File: config.mk
export PLATFORM = sky130hd
export DESIGN_NAME = frac_multiplier_flat
export DESIGN_NICKNAME = d
export VERILOG_FILES = /design/src/rtl/frac_arith_pkg.sv /design/src/rtl/frac_multiplier_if.sv /design/src/rtl/frac_mul_step.sv /design/src/rtl/frac_multiplier.sv /design/src/flat_wrapper.sv
export SDC_FILE = /design/constraint.sdc
export NUM_CORES = 1
export LEC_CHECK = 0
export ABC_AREA = 0
export CAP_MARGIN = 5
export CORE_MARGIN = 2
export CORE_UTILIZATION = 50
export DETAILED_ROUTE_END_ITERATION = 8
export PLACE_DENSITY = 0.81
export SLEW_MARGIN = 20
export SYNTH_ARGS = -nofsm -noshare
export SYNTH_HDL_FRONTEND = slang
export SYNTH_SLANG_ARGS = --single-unit
File: constraint.sdc
create_clock -name clk -period 7.4 [get_ports clk]
set_input_delay 1.11 -clock clk [delete_from_list [all_inputs] [get_ports clk]]
set_output_delay 1.11 -clock clk [all_outputs]
set_load 0.02 [all_outputs]
File: src/rtl/frac_arith_pkg.sv
// frac_arith_pkg: shared widths, state type and latency helper for the fractional multiplier.
// FRAC_MUL_RADIX4_EN selects the two-bits-per-cycle build.
package frac_arith_pkg;
    localparam int NI_DEF = 32;
    localparam int NO_DEF = 40;
`ifdef FRAC_MUL_RADIX4_EN
    localparam int MUL_SH = 2;
`else
    localparam int MUL_SH = 1;
`endif
    typedef enum logic {IDLE, RUN} state_t;
    function automatic int mul_latency(input int ni);
        return ni / MUL_SH;
    endfunction
endpackage

File: src/rtl/frac_multiplier_if.sv
// frac_multiplier_if: request/operand/result bundle between a requester and frac_multiplier.
interface frac_multiplier_if import frac_arith_pkg::*; #(
    parameter int NI = NI_DEF,
    parameter int NO = NO_DEF
);
    logic          start;
    logic [NO:0]   q;
    logic [NI-1:0] b;
    logic          busy;
    logic          done;
    logic [NO+NI:0] p;
    modport master (output start, q, b, input busy, done, p);
    modport slave (input start, q, b, output busy, done, p);
endinterface

File: src/rtl/frac_mul_step.sv
// frac_mul_step: one add-and-shift iteration; b and the low product bits share one shift field.
// FRAC_MUL_RADIX4_EN consumes two bits of b per step using a precomputed 3q.
module frac_mul_step import frac_arith_pkg::*; #(
    parameter int NI = NI_DEF,
    parameter int NO = NO_DEF
) (
    input  logic [NO:0]   i_acc,
    input  logic [NI-1:0] i_bl,
    input  logic [NO:0]   i_q,
`ifdef FRAC_MUL_RADIX4_EN
    input  logic [NO+2:0] i_q3,
`endif
    output logic [NO:0]   o_acc,
    output logic [NI-1:0] o_bl
);
    localparam int AW = NO + 1 + MUL_SH;
    logic [AW-1:0] w_add;
    logic [AW-1:0] w_sum;
`ifdef FRAC_MUL_RADIX4_EN
    assign w_add = (i_bl[1:0] == 2'd3) ? i_q3 :
                   i_bl[1] ? AW'({i_q, 1'b0}) :
                   i_bl[0] ? AW'(i_q) : '0;
`else
    assign w_add = i_bl[0] ? AW'(i_q) : '0;
`endif
    assign w_sum = AW'(i_acc) + w_add;
    // shifted-out sum bits enter the top of the field as consumed b bits leave the bottom
    assign {o_acc, o_bl} = {w_sum, i_bl[NI-1:MUL_SH]};
endmodule

File: src/rtl/frac_multiplier.sv
// frac_multiplier: sequential shift-add p = q * b, exact 1.(no+ni) product.
// Define FRAC_MUL_RADIX4_EN for radix-4 (latency ni/2); default radix-2 (latency ni).
module frac_multiplier import frac_arith_pkg::*; #(
    parameter int NI = NI_DEF,
    parameter int NO = NO_DEF
) (
    input logic          clk,
    input logic          rst,
    frac_multiplier_if.slave bus
);
    localparam int CW = $clog2(NI) + 1;
    localparam logic [CW-1:0] LAST = CW'(mul_latency(NI) - 1);
`ifdef FRAC_MUL_RADIX4_EN
    if (NI % 2 != 0) begin : g_ni_odd
        $error("frac_multiplier: radix-4 build needs an even NI");
    end
    logic [NO+2:0] r_q3;
`endif
    state_t         r_state;
    logic [CW-1:0]  r_cnt;
    logic [NO:0]    r_q;
    logic [NO:0]    r_acc;
    logic [NI-1:0]  r_bl;
    logic           r_done;
    logic [NO+NI:0] r_p;
    logic [NO:0]    w_acc;
    logic [NI-1:0]  w_bl;
    frac_mul_step #(.NI(NI), .NO(NO)) u_step (
        .i_acc (r_acc),
        .i_bl  (r_bl),
        .i_q   (r_q),
`ifdef FRAC_MUL_RADIX4_EN
        .i_q3  (r_q3),
`endif
        .o_acc (w_acc),
        .o_bl  (w_bl)
    );
    assign bus.busy = r_state == RUN;
    assign bus.done = r_done;
    assign bus.p    = r_p;
    always_ff @(posedge clk or posedge rst) begin
        if (rst) begin
            r_state <= IDLE;
            r_cnt   <= '0;
            r_q     <= '0;
            r_acc   <= '0;
            r_bl    <= '0;
            r_done  <= 1'b0;
            r_p     <= '0;
`ifdef FRAC_MUL_RADIX4_EN
            r_q3    <= '0;
`endif
        end else begin
            r_done <= 1'b0;
            if (r_state == IDLE) begin
                if (bus.start) begin
                    r_state <= RUN;
                    r_cnt   <= '0;
                    r_q     <= bus.q;
                    r_acc   <= '0;
                    r_bl    <= bus.b;
`ifdef FRAC_MUL_RADIX4_EN
                    r_q3    <= {2'b0, bus.q} + {1'b0, bus.q, 1'b0};
`endif
                end
            end else begin
                r_acc <= w_acc;
                r_bl  <= w_bl;
                r_cnt <= r_cnt + CW'(1);
                if (r_cnt == LAST) begin
                    r_state <= IDLE;
                    r_done  <= 1'b1;
                    r_p     <= {w_acc, w_bl};
                end
            end
        end
    end
endmodule

File: src/flat_wrapper.sv
// flat-port wrapper written by rule: the top's interface ports become plain ports
module frac_multiplier_flat import frac_arith_pkg::*;
#(
    parameter int NI = NI_DEF,
    parameter int NO = NO_DEF
)
  (clk, rst, bus_start, bus_q, bus_b, bus_busy, bus_done, bus_p);
  frac_multiplier_if #(.NI(NI), .NO(NO)) bus_i ();
  input logic clk;
  input logic rst;
  input wire logic [$bits(bus_i.start)-1:0] bus_start;
  input wire logic [$bits(bus_i.q)-1:0] bus_q;
  input wire logic [$bits(bus_i.b)-1:0] bus_b;
  output wire logic [$bits(bus_i.busy)-1:0] bus_busy;
  output wire logic [$bits(bus_i.done)-1:0] bus_done;
  output wire logic [$bits(bus_i.p)-1:0] bus_p;
  assign bus_i.start = bus_start;
  assign bus_i.q = bus_q;
  assign bus_i.b = bus_b;
  assign bus_busy = bus_i.busy;
  assign bus_done = bus_i.done;
  assign bus_p = bus_i.p;
  frac_multiplier #(.NI(NI), .NO(NO)) u_core (.clk(clk), .rst(rst), .bus(bus_i));
endmodule
======== After elaboration in Yosys (flattened, before gate mapping) ========
Index checks and enable logic that the tools add are counted.
storage, ports and cells
  register bits ........................... 195
  logic and storage cells ................. 26
  input port bits ......................... 76
  output and inout port bits .............. 75
operators by class
  eq/ne operators ......................... 1
  reduce and logical (&&, ||, !) cells .... 3
  bitwise operators ....................... 1
  add/sub/neg operators ................... 2
  mux-type cells .......................... 12
operators with widths
  kind                                                                   count
  41-bit 2-to-1 mux                                                      3
  32-bit 2-to-1 mux                                                      2
  41-bit by 42-bit adder with 42-bit output                              1
  6-bit 2-to-1 mux                                                       2
  6-bit by 1-bit adder with 6-bit output, second input constant          1
  6-bit by 5-bit equality test with 1-bit output, second input constant  1
  1-bit 2-to-1 mux                                                       5
  2-bit AND reduction                                                    2
  2-bit nonzero test                                                     1
  1-bit NOT                                                              1

======== Depth between registers and ports, before layout ========
  depth in word-level cells ............... 3
  depth in mapped cells ................... 13

======== Hierarchy ========
Synthesis repeated with hierarchy kept, for this count alone.
unflattened totals
  cells, all modules ...................... 1,109
  area, all modules ....................... 10,756.6 um^2
modules (own cells, without submodules)
  module           cells an instance  area each (um^2)  seq. area each (um^2)  instances
  frac_multiplier  677                7,762.4           4,879.7                1
  frac_mul_step    432                2,994.1           0.0                    1

======== Least setup slack after synthesis ========
OpenSTA, ideal clock, no wires.
  path kind ............................... reg2reg
  from .................................... register u_core.r_bl[0]
  to ...................................... register u_core.r_p[65], in the netlist u_core.bus.p[65]
  arrival time ............................ 2.770 ns
  period minus slack after synthesis ...... 2.895 ns
  data required time ...................... 7.275 ns
  setup time .............................. 0.125 ns
  cell stages (with the launch flop) ...... 14
  setup slack ............................. 4.505 ns
  cells stage by stage .................... dfrtp_1 clkbuf_1 and2_1 ha_1 fa_1 a21o_1 nand4_1 a21oi_2 nor3_4 nor2_4 a211oi_4 o21ai_1 xor2_1 mux2_2
on the way
  word-level cells in the longest chain between the ends .. 2
ends and longest elaborated chain
  item                                       line                   text
  start: declaration                         frac_multiplier.sv:23  logic [NI-1:0] r_bl;
  start signal: assignment                   frac_multiplier.sv:61  r_bl <= bus.b;
  start signal: assignment                   frac_multiplier.sv:68  r_bl <= w_bl;
  41-bit 2-to-1 mux                          frac_mul_step.sv:24    assign w_add = i_bl[0] ? AW'(i_q) : '0;
  41-bit by 42-bit adder with 42-bit output  frac_mul_step.sv:26    assign w_sum = AW'(i_acc) + w_add;
  end signal: assignment                     frac_multiplier.sv:73  r_p <= {w_acc, w_bl};
  end: declaration                           frac_multiplier.sv:25  logic [NO+NI:0] r_p;
Every way passes these cells.
A chain may end at the register's enable or synchronous reset.

======== Final worst setup path ========
  from .................................... register u_core.r_state, in the netlist u_core.bus.busy
  to ...................................... output port bus_busy
RTL lines
  item                      line                   text
  start: declaration        frac_multiplier.sv:19  state_t r_state;
  start signal: assignment  frac_multiplier.sv:43  r_state <= IDLE;
  start signal: assignment  frac_multiplier.sv:57  r_state <= RUN;
  start signal: assignment  frac_multiplier.sv:71  r_state <= IDLE;
  end: declaration          flat_wrapper.sv:14     output wire logic [$bits(bus_i.busy)-1:0] bus_busy;
No word-level cell between the ends.

==> run summary <==
largest area contributor in the netlist = dfrtp_1
cell area after synthesis = 0.01003 mm²
clock buffer depth = 2
# hold bufs at CTS = 0
Avg WL per Cell = 16.01 µm
number of global-route vias before repair = 8074
Post-Syn Area per Cell = 9.024 µm²
Leak = 6.077 nW
slowest CP cell = dfrtp_4
Synth Flop Type = dfrtp_1
CTS H-Tree Depth = 4
GRT Overall Usage = 0.2316
Overflow after GRT = 0
global-route wire length before repair = 40320 µm
top cell type's share of synthesized area = 0.4863
filler instances = 1671
Seq/Total Area, Yosys = 0.4863
Critical Path Source Type = register
largest cells by area after synthesis = dfrtp_1, nand2_1, ha_1
core area = 0.01959 mm²
TritonCTS clock tree = built
Root Driver = clkbuf_16
Routed WL = 24130 µm
Post-CTS Setup Inserts = 0
drt via density = 5.435
row cnt = 51
Setup Slack @ Placement = 3821 ps
Port Buffers = 150
Synth top cells by count = nand2_1, dfrtp_1, o21ai_0
Die Wd = 145.7 µm
CP peak stage delay = 1150 ps
Worst Skew = 10.58 ps
crit path time final = 3519 ps
area of the die = 0.02122 mm²
share of flip-flops with an asynchronous set or reset = 1.000
Post-synth EDFFs = 0
Inserted Diodes = 0
Final Cell Area = 0.01230 mm²
DIE HEIGHT = 145.7 µm
Pins Over Slew Limit = 0
post-route clock period utilization = 0.4756
Hold Vio Cnt, Final = 0
worst ir drop on vdd = 193.5 µV
worst endpoint data arrival time = 2410 ps
DP Area = 0.01171 mm²
synth warn = 0
GP Congestion = 0.9109
WHS = 471.9 ps
largest net degree at the start of global routing = 124
initial antenna violation count = 0
CP delay by family, top = flip-flops
FF+latch count, synth = 195
DR iter-0 viols = 559
Post-Syn Nets = 1231
Reg area = 0.004885 mm²
TNS Setup = 0 ps
Hold Path Class = register to register
Initial Utilization = 0.5122
clk sink count = 195
Crit path required time = 6290 ps
Max Cap Viol = 0
critical path class = register to output port
worst-path cell chain = clkdlybuf4s50_1
count leader, synth = nand2_1
detailed-route via count = 8191
clk_lat worst skew = 450 ps
Multi-input gate area = 0.004900 mm²
post-CTS sizing = 0
Reg clk slew, reported paths = 80 ps
DRC viols = 0
IO Pins = 151
nets = 1348
CP endpoint kind = output port
final antenna-violating net count = 0
critical-path maximum fanout = 109
# setup viols final = 0
power density cells = 455.5 mW/mm²
P&R area growth vs syn = 22.53%
Pre-Repair DR Iteration Count = 5
Worst-Margin Slew = 1091 ps
slew margin rel. = 0.2729
fmax = 284.1 MHz
worst setup margin = 3881 ps
status = finished clean
hpwl dp = 16160 µm
fraction of layout cells with a size suffix above 1 = 0.06200
synth unique cells = 58
RSZ-0062 raised after global routing = no
CTS Buf Count = 17
WP buf/inv = 1
Mapped Cells = 1112
==> metal layers <==
metal  track usage  vias up  wire (µm)
met5             0        -          0
met4       0.06765        0        333
met3       0.06082       30       1693
met2        0.3726      236      11290
met1        0.3105     3961      10810
li1              -     3964          -
==> tightest hold or removal path, stage by stage, from the launching register on <==
cell     delay, ps
dfrtp_1        340
nand2_1         50
nand2_1         50
==> layout make-up <==
cell class                 count  share of cell area
sequential                   195              0.3973
clock inverter                14             0.01303
multi-input combinational    849              0.3985
clock buffer                  18             0.03490
timing repair buffer         157              0.1260
inverter                       9            0.003358
tap                          265             0.02697
==> cell families (layout without fill, tap and decap cells) <==
logic type	after synthesis	count (layout)	synth area share
and+or+nand+nor	508	508	0.2122
AOI/OAI and AO/OA	214	214	0.1398
DFF	195	195	0.4863
buffers and inverters	68	198	0.02643
muxes	47	47	0.04863
adders and majority gates	43	43	0.05436
xor gates and xnor gates	37	37	0.03229
==> per-stage QoR <==
| step | utilization | instances | total power, mW |
|---|---|---|---|
| CTS | 0.6276 | 1507 | 5.610 |
| global route | 0.6276 | 1507 | 6.011 |
| global placement | 0.5975 | 1475 | 4.560 |
| floorplan | - | 1112 | 3.807 |
| finish | 0.6276 | 1507 | 5.600 |
| detailed placement | 0.5975 | 1475 | 4.646 |
==> sequential cells by signal (all words and copies together) (netlist names) <==
signal	flops
u_core.bus.p	73
u_core.r_acc	41
u_core.r_q	41
u_core.r_bl	32
u_core.r_cnt	6
u_core.bus.busy	1
u_core.bus.done	1
==> final timing paths <==
check,from,end,slack (ps),cells past startpoint
hold reg to reg,u_core.r_q[0],u_core.r_q[0],470,2
min in group asynchronous,rst,u_core.r_bl[19],1220,2
setup reg to reg,u_core.r_bl[0],u_core.r_acc[38],4050,11
setup / recovery,u_core.bus.busy,bus_busy,3880,1
hold / removal,u_core.r_q[0],u_core.r_q[0],470,2
max in group asynchronous,rst,u_core.r_q[15],4720,3
==> cell usage in the layout, fill, tap and decap left out, drive strengths merged, types with 16 or more instances in the layout <==
cell type | netlist | layout
clkbuf | 49 | 18
nor2 | 26 | 26
nand2 | 401 | 401
dfrtp | 195 | 195
inv | 9 | 19
mux2i | 33 | 33
a22o | 24 | 24
ha | 42 | 42
xor2 | 16 | 16
and2 | 43 | 43
a21oi | 43 | 43
xnor2 | 21 | 21
a21o | 24 | 24
o21ai | 80 | 80
clkdlybuf4s50 | 0 | 149
==> power by group <==
part | switching [mW] | total (mW) | leakage, nW | internal [mW]
combinational | 1.50 | 2.72 | 3.33 | 1.22
clock | 0.449 | 0.932 | 0.287 | 0.483
sequential | 0.376 | 1.94 | 2.46 | 1.57
Note: power is estimated with default switching activity, not from simulation.
